===== src/rtl/spart_rx_fifo.sv =====
// rtl/spart_rx_fifo.sv - first-word-fall-through byte FIFO behind the SPART receiver, sticky overflow
// Optional almost-full flag built only when SPART_RX_FIFO_AF_EN is defined.
module spart_rx_fifo #(
  parameter int DEPTH    = 16,
  parameter int ADDR_W   = 4,
  parameter int AF_LEVEL = 12
) (
  input  logic              clk,
  input  logic              rst_n,
  input  logic [7:0]        rx_data,
  input  logic              rda,
  input  logic              rd_en,
  output logic [7:0]        rd_data,
  output logic              empty,
  output logic              full,
  output logic [ADDR_W:0]   count,
  output logic              overflow,
  input  logic              clr_ovf,
  output logic              afull
);

  localparam logic [ADDR_W:0]   DEPTH_C = (ADDR_W+1)'(DEPTH);
  localparam logic [ADDR_W-1:0] PTR_ONE = ADDR_W'(1);
  localparam logic [ADDR_W:0]   CNT_ONE = (ADDR_W+1)'(1);

  if (DEPTH != (1 << ADDR_W) || DEPTH < 2 || AF_LEVEL < 1 || AF_LEVEL > DEPTH) begin : g_bad_param
    $error("spart_rx_fifo: inconsistent DEPTH/ADDR_W/AF_LEVEL");
  end

  logic [7:0]        mem [DEPTH];
  logic [ADDR_W-1:0] wr_ptr;
  logic [ADDR_W-1:0] rd_ptr;
  logic [ADDR_W:0]   count_nxt;
  logic              do_push;
  logic              do_pop;
  logic              ovf_evt;

  // A push into a full FIFO is accepted only when the same cycle frees a slot.
  assign do_pop  = rd_en & ~empty;
  assign do_push = rda & (~full | do_pop);
  assign ovf_evt = rda & full & ~rd_en;

  always_comb begin
    count_nxt = count;
    if (do_push && !do_pop)
      count_nxt = count + CNT_ONE;
    else if (do_pop && !do_push)
      count_nxt = count - CNT_ONE;
  end

  always_ff @(posedge clk) begin
    if (do_push)
      mem[wr_ptr] <= rx_data;
  end

  always_ff @(posedge clk) begin
    if (!rst_n) begin
      wr_ptr   <= '0;
      rd_ptr   <= '0;
      count    <= '0;
      empty    <= 1'b1;
      full     <= 1'b0;
      overflow <= 1'b0;
    end else begin
      if (do_push)
        wr_ptr <= wr_ptr + PTR_ONE;
      if (do_pop)
        rd_ptr <= rd_ptr + PTR_ONE;
      count <= count_nxt;
      empty <= (count_nxt == '0);
      full  <= (count_nxt == DEPTH_C);
      if (ovf_evt)
        overflow <= 1'b1;
      else if (clr_ovf)
        overflow <= 1'b0;
    end
  end

  assign rd_data = empty ? 8'hFF : mem[rd_ptr];

`ifdef SPART_RX_FIFO_AF_EN
  localparam logic [ADDR_W:0] AF_THR = (ADDR_W+1)'(AF_LEVEL);

  always_ff @(posedge clk) begin
    if (!rst_n)
      afull <= 1'b0;
    else
      afull <= (count_nxt >= AF_THR);
  end
`else
  assign afull = 1'b0;
`endif

endmodule


===== config.mk =====
export PLATFORM = sky130hd
export DESIGN_NAME = spart_rx_fifo
export DESIGN_NICKNAME = d
export VERILOG_FILES = /design/src/rtl/spart_rx_fifo.sv
export SDC_FILE = /design/constraint.sdc
export NUM_CORES = 1
export LEC_CHECK = 0
export CELL_PAD_IN_SITES_DETAIL_PLACEMENT = 1
export CELL_PAD_IN_SITES_GLOBAL_PLACEMENT = 2
export CORE_MARGIN = 2
export CORE_UTILIZATION = 49
export CTS_BUF_LIST = sky130_fd_sc_hd__clkbuf_16
export DETAILED_ROUTE_END_ITERATION = 16
export PLACE_DENSITY = 0.9
export SYNTH_ARGS = -nofsm -noshare
export SYNTH_HDL_FRONTEND = slang
export SYNTH_SLANG_ARGS = --single-unit

===== constraint.sdc =====
create_clock -name clk -period 4.9 [get_ports clk]
set_clock_uncertainty 0.2 [all_clocks]
set_input_delay 0.98 -clock clk [delete_from_list [all_inputs] [get_ports clk]]
set_output_delay 0.98 -clock clk [all_outputs]
set_load 0.05 [all_outputs]

==> After elaboration in Yosys (flattened, before gate mapping) <==
Memories as Yosys holds them, arrays and structs flattened. A register that Yosys moved wholly into a read port is not among the register bits.
Index checks and enable logic that the tools add are counted.
W data, S select, Z words.
{ "totals": {"reg_bits": 16, "ramBits": 128, "output_inout_bits": 17, "n_memories": 1} }
{ "mem_list": {"columns": ["memory", "words", "word_bits", "read_ports", "rd_ports_with_merged_regs", "wr", "line", "text"], "rows": [
  ["mem", 16, 8, 1, 1, 1, "30", "logic [7:0] mem [DEPTH];"]
]} }
{ "classes": {"n_mux": 9, "n_reduce_logical": 6, "addsub": 4, "n_bitwise": 8, "n_eq_ne": 1} }
{ "ops": {"columns": ["op", "n"], "rows": [
  ["$mux W5", 2],
  ["$add A4 B1 Y4 const B", 2],
  ["$mux W4", 2],
  ["$mux W8", 1],
  ["$add A5 B1 Y5 const B", 1],
  ["$eq A5 B5 Y1 const B", 1],
  ["$logic_not A5 Y1", 1],
  ["$sub A5 B1 Y5 const B", 1],
  ["$and A1 B1 Y1", 4],
  ["$mux W1", 4],
  ["$not A1 Y1", 3],
  ["$logic_and A1 B1 Y1", 2],
  ["$logic_not A1 Y1", 2],
  ["$reduce_bool A2 Y1", 1],
  ["$or A1 B1 Y1", 1]
]} }

==> Longest topological paths before layout <==
{ "logic_depth": {"word_depth": 9, "mapped_depth": 7} }

==> Least setup slack after synthesis <==
No wires, ideal clock.
{ "synth_path": {"kind": "register to output", "from": "register (tool-made name)", "to": "output rd_data[5]", "setup_slack_ns": 1.904, "path_stages_with_launch": 7, "n_path_buf": 2, "arrival_ns": 1.816, "cell_sequence": "dfxtp_1 buf_6 buf_4 mux4_1 a211oi_2 a21oi_1 or2_1"} }
{ "synth_lines": {"columns": ["element", "line", "text"], "rows": [
  ["to (decl)", "13", "output logic [7:0] rd_data,"]
]} }

==> summary.md <==
| Metric | Value |
|---|---|
| Die Y | `115.3 um` |
| CTS tree | `yes` |
| Crit path required time | `3.72 ns` |
| Vias/cell | `around 5.7` |
| Switching pwr | `0.6640 mW` |
| Filler cells | `1101` |
| Lkg Pwr | `2.305 nW` |
| Via count | `3092` |
| Asr flop ratio synth | `0%` |
| Post-synth top area cell | `edfxtp_1` |
| Critical Path Sink Type | `output pin` |
| Post-CTS resize count | `0` |
| Post-synthesis register bit count | `roughly 150` |
| Total power | `between 2 and 3 mW` |
| # Post-CTS Setup Buffers | `0` |
| Total GRT Usage | `21.20%` |
| Worst-skew pair later-pin latency | `about 0.42 ns` |
| Reg2reg path depth | `6` |
| Maximum buffer depth of the clock tree | `2` |
| Area post-placement | `between 0.006 and 0.007 mm^2` |
| Switching share of power | `23.54%` |
| CP cell instances | `buf_4, mux4_1, mux2i_1, a21oi_1, or2_1, clkdlybuf4s50_1` |
| Fin. Hold Viols | `0` |
| CP Capture Point | `rd_data[1]` |
| Critical path startpoint category | `flip-flop` |
| Final Cell Area | `0.006984 mm^2` |
| Post-route ant nets | `0` |
| Mapped Area | `0.006066 mm^2` |
| HPWL Detailed | `8086 um` |
| FP Rows | `40` |
| Reg power frac | `between 50% and 60%` |
| Most frequent cell after synthesis | `edfxtp_1` |
| Clock slew at reported path FFs | `0.05 ns` |
| Max Slew Vio Count | `0` |
| Most used DFF post-synth | `edfxtp_1` |
| WHS | `0.3403 ns` |
| Slew @ Worst Pin | `0.8071 ns` |
| Synth top area cells | `edfxtp_1 (63%), mux4_1 (6.9%), dfxtp_1 (6.6%), mux4_2 (5.9%), mux2i_1 (1.7%)` |
| Die area | `between 0.01 and 0.015 mm^2` |
| Outcome | `finished clean` |
| Slowest CP cell | `dfxtp_2` |
| # clock sinks | `148` |
| Vias in the first global route | `3370` |
| FMAX | `between 200 and 250 MHz` |
| Area Growth Syn to Fin | `15.14%` |
| # Max-Cap Violations | `0` |
| Residual DRC count | `0` |
| Top cells by count, synth | `edfxtp_1 (128), dfxtp_1 (20), mux4_1 (16), mux4_2 (16), and2_1 (15)` |
| Initial Util | `50.29%` |
| CTS Buf Count | `17` |
| Reg-to-Reg End | `mem[5][0]$_DFFE_PP_` |
| Fin crit period | `4.566 ns` |
| CP max FO | `22` |
| R2r setup slk | `2.32 ns` |
| RSZ-0062 raised after global routing | `false` |
| Number of port buffers | `28` |
| Cells after Synth | `329` |
| Final critical-path share of the clock period | `93.19%` |
| FF-to-FF Start | `empty$_SDFF_PN1_` |
| Yosys warning count | `0` |
| Worst-case vdd ir drop | `243.3 uV` |
| Root Driver | `clkbuf_16` |
| Post-synth cell types | `40` |
| Hold path start | `count[4]$_SDFF_PN0_` |
| Hold Crit Class | `reg2reg` |
| Layout net count | `386` |
| Wire per inst | `23.43 um` |
| Share of power burned in the clock network | `a little under two fifths` |
| Initial antenna violation count | `0` |
| Fraction of layout cells with a size suffix above 1 | `13.23%` |
| CTS H-Tree Depth | `4` |
| Post-cts hold buffer count | `0` |
| Crit path buf inv count | `2` |
| Congestion Overflow GR | `0` |
| Slowest cell delay on critical path | `about 0.79 ns` |
| Pre-Repair DR Iteration Count | `4` |
| First-pass GRT wire length | `just under 20000 um` |
| Setup CP Type | `reg2out` |
| Max-slew headroom | `46.12%` |
| Die X-Extent | `roughly 120 um` |
| Comb pwr share | `between 10% and 20%` |
| Setup TNS | `0 ns` |
| Syn Area/Cell | `18.44 um^2` |
| Synth top area share | `63.37%` |
| Number of synthesized flops with an enable pin | `~130` |
| Antenna diodes | `0` |
| Wirelength, routed | `12790 um` |
| Largest delay share family, worst path | `buffers and inverters` |
| Power Dens Cells | `403.9 mW/mm^2` |
| Core area | `about 0.012 mm^2` |
| Critical path arrival | `3.39 ns` |
| Sequential fraction of the synthesis area | `a little over two thirds` |
| Initial DRC count | `about 280` |
| Synthesized Nets | `349` |
| Finish-stage setup viols | `0` |
| I/O pin count | `30` |
| Largest net degree at the start of global routing | `25` |
| Pint | `around 2.2 mW` |
| RePlAce Congestion | `a little under 0.8` |
| Critical path depth in cells | `6` |
[layer usage]
| layer | global-route usage [%] | vias up | share of wire (%) |
|---|---|---|---|
| met5 | 0 | - | 0 |
| li1 | - | 1386 | - |
| met1 | 26.56 | 1552 | 40 |
| met3 | 5.219 | 36 | 6.3 |
| met2 | 34.39 | 118 | 50 |
| met4 | 11.24 | 0 | 3.9 |
[how the worst min path moves through the flow]
stage                          endpoint  slack, ns  cells past startpoint
floorplan                     flip-flop       0.28                      2
global placement    count[4]$_SDFF_PN0_       0.31                      2
detailed placement  count[4]$_SDFF_PN0_       0.32                      2
CTS                 count[4]$_SDFF_PN0_       0.33                      2
global route        count[4]$_SDFF_PN0_       0.38                      2
finish              count[4]$_SDFF_PN0_       0.34                      2
[through the flow]
stage,cells,setup WS (ns),util [%]
floorplan,329,1.904,-
global placement,515,0.8374,53.88
detailed placement,515,0.7370,53.88
CTS,546,0.2486,57.90
global route,546,0.1203,57.90
finish,546,0.3339,57.90
[placed cells by master (no fill, tap or decap), types with 9 or more instances in the layout]
cell and n:
buf_4 9, clkdlybuf4s50_1 28, and3_1 9, and2_1 15
edfxtp_1 128, mux2i_1 10, inv_1 11, a21oi_1 9
dfxtp_1 19, clkbuf_16 17, mux4_1 16, nor2b_1 13
mux4_2 16
[worst reg2reg max path: cells and delay by family, from the launching register on]
family / cells / cell delay, ns
buf+inv: 1 / 0.21
flops: 1 / 0.49
compound gates: 1 / 0.20
simple gates: 4 / 1.10
[state kept, by name, summed over array words and instances, names as in the netlist, named ones only]
name      flops
wr_ptr        4
mem         128
overflow      1
count         5
empty         1
full          1
rd_ptr        4
[area by class of cell]
| cell class | instances | area, um^2 | area share, % |
|---|---|---|---|
| well taps | 168 | 210.2 | 3.010 |
| flip-flops and latches | 148 | 4245 | 60.78 |
| repair buffers | 37 | 347.8 | 4.980 |
| multi-input cells | 157 | 1677 | 24.01 |
| inverters | 5 | 18.77 | 0.2687 |
| clock buffers | 17 | 425.4 | 6.091 |
| clock inverters | 14 | 60.06 | 0.8599 |
[kinds of logic (layout without fill, tap and decap cells)]
group | Yosys count | in the layout | synth area share, %
flip-flops | 148 | 148 | 69.97
XOR/XNOR | 8 | 8 | 1.155
other | 1 | 1 | 0.06182
multiplexers | 42 | 42 | 14.52
AO/OA/AOI/OAI | 28 | 28 | 3.135
AND/OR/NAND/NOR | 71 | 71 | 7.323
buffers and inverters | 24 | 73 | 2.393
adder cells (fa/ha/maj) | 7 | 7 | 1.444
[power by group through the flow]
stage | sequential (mW) | combinational, mW | clock, mW
final | 1.44 | 0.315 | 1.07
after floorplan | 1.46 | 0.219 | 0
after global routing | 1.44 | 0.338 | 1.13
after CTS | 1.44 | 0.317 | 1.09
after detailed placement | 1.46 | 0.315 | 0
after global placement | 1.46 | 0.306 | 0
Note: power is estimated with default switching activity, not from simulation.
==> RTL edit 1, RTL diff (same flow settings) <==
The option `SPART_RX_FIFO_AF_EN` is turned on by a define.
--- a/src/rtl/spart_rx_fifo.sv
+++ b/src/rtl/spart_rx_fifo.sv
@@ -2,2 +2,4 @@
 // Optional almost-full flag built only when SPART_RX_FIFO_AF_EN is defined.
+`define SPART_RX_FIFO_AF_EN
+
 module spart_rx_fifo #(
Formal check against the unedited RTL: no difference found for any inputs over 4 cycles, from zero or initial values and one cycle with rst_n low; that may be too few to reach the edited logic, so the function may still have changed.
==> RTL edit 1 against the unedited design <==
Area after synthesis is essentially flat. Setup slack gained 260 ps. Highest routed layer unchanged. Core utilization grew 1.1 points. Total power grew 9.8%. Synthesized cell count grew 6.1%. Critical path depth is the same. Wire length grew 0.70%. Cell area grew 1.9%. Worst hold slack lost 18 ps. Sequential power is essentially flat. Critical endpoint is now rd_data[4]. Sequential cell count grew 1.
==> RTL edit 1: results (changes against the unedited design) <==
The detailed placer's ending HPWL was 8.53 mm (+5.5%). The weighted congestion at the end of routability-driven global placement is 0.743 (-4.5%). The number of distinct library cells after synthesis is 48 (+20%).

The maximum ir drop on the vdd rail is 0.219 mV (-10%). The async set or reset register ratio after synthesis came out at 0 (unchanged). The number of instances in the placed design came out at 534 (+3.7%).

The synthesized netlist cell count is 349 (+6.1%). Broken down by cell family, the worst path's largest delay share belongs to buffers and inverters. The post-synthesis share of cell area spent on xor and xnor gates came out at 0.0144 (+0.00288). The non-clock buffer total of the final layout came out at 37 (unchanged). The via count of the first global-routing pass came out at 3399 (+0.86%). The run finished with clean final reports. The fraction of met2 tracks used by global routing is 0.339 (-0.00474). The clock network area share is 0.0858 (+0.0163). The wire length the detailed router placed on met1 is 5.66 mm (+9.9%). The fraction of area in registers came out at 0.599 (-0.00841). The number of port buffers was 29 (+3.6%). Signal routing reaches up to met4. The amount of wire on met3 after detailed routing came out at 479 microns (-40%). The multi-input combinational gate total came out at 175 (+11%). In the synthesized netlist, the cells that appear most often are edfxtp_1, mux4_2, dfxtp_1. The count of fill cells added during filler insertion came out at 1094 (-0.64%). The met2 wire length came out at 6.49 mm (+2.3%). The global-route wire length before repair came to 19.9 mm (+2.2%). The global routing usage summed across all routing layers is 0.213 (+0.000976). The number of sinks handled by clock tree synthesis came out at 149 (+0.68%).

The share of cells above drive strength 1 is 0.194 (+0.0617). The signal arrival time at the worst endpoint is 3130 ps (-260 ps). The number of vias in the routed layout was 3167 (+2.4%). The post-synthesis compound-gate area fraction is 0.0521 (+0.0208). The leakage component of the power is 2.26 nW (-1.8%). Ranked by total cell area, the synthesized netlist is headed by edfxtp_1, mux4_2, dfxtp_1.

The total number of nets in the final design is 405 (+4.9%). The average wire per cell in the routed design was 22.8 microns (-2.7%). The combinational group power came out at 318 uW. The non-clock buffer share of cell area is 0.0492 (-0.000568). The share of the yosys chip area belonging to registers is 0.702 (+0.00272). The critical-path maximum fanout is 17 (-23%).

The initial DRC count came out at 270 (-1.8%). The worst slew slack as a fraction of its limit came out at 0.421 (-0.0398). The logic depth of the worst register-to-register path is 4 (-2). The worst-case register-to-register setup slack was 2230 ps (-90 ps).

The internal power component is 2.38 mW (+10%). The area taken by multi-input logic gates is 1660 sq um (-0.97%). The delay of the slowest cell on the worst path is 820 ps (+30 ps).

The pin count of the biggest net entering global routing came out at 34 (+36%). The fraction of met1 tracks used by global routing is 0.280 (+0.0142). The post-synthesis mux area share came out at 0.134 (-0.0115). The library cell contributing the largest single delay on the critical path is clkdlybuf4s50_1. The worst register-to-register path ends at mem[15][3]. For hold timing, the worst endpoint is rd_ptr[1]. The number of antenna violations at the first check in global routing is 0 (unchanged). The global-route met3 utilization came out at 0.0617 (+0.00949). In this run the most critical hold path is launched from rd_ptr[1].

The final antenna diode count was 0 (unchanged).
[RTL edit 1: worst max path at each step]
stage | startpoint | to | slack (ps) | depth (start not counted)
after floorplan | register | rd_data[2] | 1540 | 5
after global placement | register | rd_data[1] | 990 | 6
after detailed placement | register | rd_data[1] | 1000 | 6
after CTS | register | rd_data[4] | 520 | 6
after global routing | register | rd_data[4] | 380 | 6
final | register | rd_data[4] | 590 | 6
[RTL edit 1: metrics by stage]
step	setup slack, ps	hold WS, ps	power [mW]	utilization	instance area [sq um]
after CTS	521	327	3.11	0.590	7120
after global routing	376	365	3.19	0.590	7120
after floorplan	1540	280	1.68	-	6070
after global placement	994	321	1.77	0.539	6500
after detailed placement	995	319	1.78	0.539	6500
final	590	322	3.10	0.590	7120
[RTL edit 1: kinds of logic after synthesis]
logic type	count (synthesis)
simple gates	68
xor+xnor	10
flops	149
compound gates	41
mux	49
fa+ha+maj	7
buf+inv	25
==> RTL edit 2, RTL diff (config.mk and constraints unchanged) <==
Made on the original files. Put one more register stage on the output `count`, with the module's reset. The value now appears one clock later. The other outputs are not delayed to match.
--- a/src/rtl/spart_rx_fifo.sv
+++ b/src/rtl/spart_rx_fifo.sv
@@ -25,2 +25,4 @@
 
+  logic [ADDR_W:0] count_s0;
+
   if (DEPTH != (1 << ADDR_W) || DEPTH < 2 || AF_LEVEL < 1 || AF_LEVEL > DEPTH) begin : g_bad_param
@@ -43,7 +45,7 @@
   always_comb begin
-    count_nxt = count;
+    count_nxt = count_s0;
     if (do_push && !do_pop)
-      count_nxt = count + CNT_ONE;
+      count_nxt = count_s0 + CNT_ONE;
     else if (do_pop && !do_push)
-      count_nxt = count - CNT_ONE;
+      count_nxt = count_s0 - CNT_ONE;
   end
@@ -59,3 +61,3 @@
       rd_ptr   <= '0;
-      count    <= '0;
+      count_s0 <= '0;
       empty    <= 1'b1;
@@ -68,3 +70,3 @@
         rd_ptr <= rd_ptr + PTR_ONE;
-      count <= count_nxt;
+      count_s0 <= count_nxt;
       empty <= (count_nxt == '0);
@@ -93,2 +95,10 @@
 
+  always_ff @(posedge clk) begin
+    if (!rst_n) begin
+      count <= '0;
+    end else begin
+      count <= count_s0;
+    end
+  end
+
 endmodule
Formal check against the unedited RTL: not equivalent (Yosys sat finds a counterexample within 4 cycles, from zero or initial values and one cycle with rst_n low).
==> RTL edit 2 against the unedited design <==
Sequential power up 4%. Area after synthesis up 2.0%. Sequential cell count up 5. Cell area up 2.6%. Die area up 1.9%. Total power up 12%. Combinational power up 41%. Wire length down 1.1%. Setup slack better by 67 ps.
==> RTL edit 2: results (changes against the unedited design) <==
The flow ran to the end, and the final reports show no timing, DRC or antenna violations. The delay of the slowest cell on the worst path came out at 700 ps (-90 ps). The fraction of met1 tracks used by global routing is 0.261 (-0.00425). The largest registers in the layout are mem: 128 flops, count: 5 flops, count_s0: 5 flops. The transition time at the pin with the least slew margin came out at 775 ps (-31.8 ps).

The number of distinct library cells after synthesis is 42 (+5.0%). The fraction of met2 tracks used by global routing is 0.342 (-0.00206). The synthesized netlist net count came out at 361 (+3.4%).

After synthesis, the most frequently instantiated cells are edfxtp_1, dfxtp_1, and2_1. The count of fill cells added during filler insertion came to 1134 (+3.0%). In this run the critical register-to-register path is captured at mem[4][2]. The total number of nets in the final design came out at 396 (+2.6%). The signal arrival time at the worst endpoint was 3320 ps (-70 ps). The share of the yosys chip area belonging to registers came out at 0.702 (+0.00274). The detail-routed via count per cell is 5.52 (-2.5%). The pin count of the biggest net entering global routing is 33 (+32%). The leakage component of the power is 2.36 nW (+2.5%).

The global routing usage summed across all routing layers came out at 0.206 (-0.00640). The count of cells along the worst hold path came out at 1 (-1). The weighted congestion at the end of routability-driven global placement is 0.780 (+0.26%).

After synthesis, the cell types taking the most area are edfxtp_1, dfxtp_1, mux4_1. The detailed placer's ending HPWL came out at 8.34 mm (+3.1%). The initial DRC count is 266 (-3.3%). The share of cells above drive strength 1 is 0.134 (+0.00140). The switching fraction of total power is 0.247 (+0.0113). The global-route met3 utilization is 0.0555 (+0.00334).

The critical-path maximum fanout is 16 (-27%). The via count of the first global-routing pass is 3353 (-0.50%). The worst-case register-to-register setup slack was 2370 ps (+50 ps).

The average wire per cell in the routed design is 22.6 microns (-3.7%). The number of gates resized after cts is 0 (unchanged). The clock latency of the later-clocked register in the worst-skew pair came out at 420 ps (about the same). The maximum ir drop on the vdd rail is 0.233 mV (-4.1%). The global-route wire length before repair is 19.5 mm (+0.14%).
-- RTL edit 2: cells by family after synthesis --
| family | Yosys count | share of synthesized area |
|---|---|---|
| mux | 42 | 0.143 |
| fa+ha+maj | 7 | 0.0142 |
| xor+xnor | 9 | 0.0127 |
| buf+inv | 25 | 0.0231 |
| compound gates | 27 | 0.0295 |
| simple gates | 77 | 0.0749 |
| flops | 153 | 0.702 |
| other cells | 1 | 0.000606 |
-- RTL edit 2: layer usage --
layer  wire (microns)  part of all wire  vias to the layer above
met2             6310              0.50                       90
met5                0                 0                        -
met3              716             0.057                       15
met4              206             0.016                        0
li1                 -                 -                     1410
met1             5420              0.43                     1581
-- RTL edit 2: area by class of cell --
cell class | count | share of cell area
tap | 172 | 0.0300
multi-input combinational | 163 | 0.237
clock buffer | 17 | 0.0594
timing repair buffer | 36 | 0.0475
inverter | 5 | 0.00262
clock inverter | 15 | 0.0168
sequential | 153 | 0.607
-- RTL edit 2: stage by stage --
stage               instance area, sq um  hold slack, ps  setup slack, ps  utilization  instances
floorplan                           6180             249             1850            -        341
global placement                    6620             271              889        0.531        529
detailed placement                  6620             279              825        0.531        529
CTS                                 7160             290              328        0.575        561
global route                        7160             321              178        0.575        561
finish                              7160             288              401        0.575        561
-- RTL edit 2: worst max path at each step --
stage,endpoint,from,slack (ps)
after floorplan,mem[7][0],rd_en,1850
after global placement,rd_data[7],register,890
after detailed placement,rd_data[1],register,830
after CTS,rd_data[1],register,330
after global routing,rd_data[1],register,180
final,rd_data[1],register,400
-- RTL edit 2: critical path, delay by kind of cell (launching register included) --
kind	cells	cell delay (ps)
AOI/OAI and AO/OA	1	130
buffers and inverters	2	1060
DFF	1	660
muxes	2	760
and+or+nand+nor	1	280
-- RTL edit 2: power groups by stage --
stage	clock (mW)	combinational, mW	sequential [mW]
CTS	1.23	0.453	1.50
floorplan	0	0.323	1.52
global route	1.28	0.484	1.51
global placement	0	0.437	1.52
finish	1.21	0.445	1.50
detailed placement	0	0.450	1.53
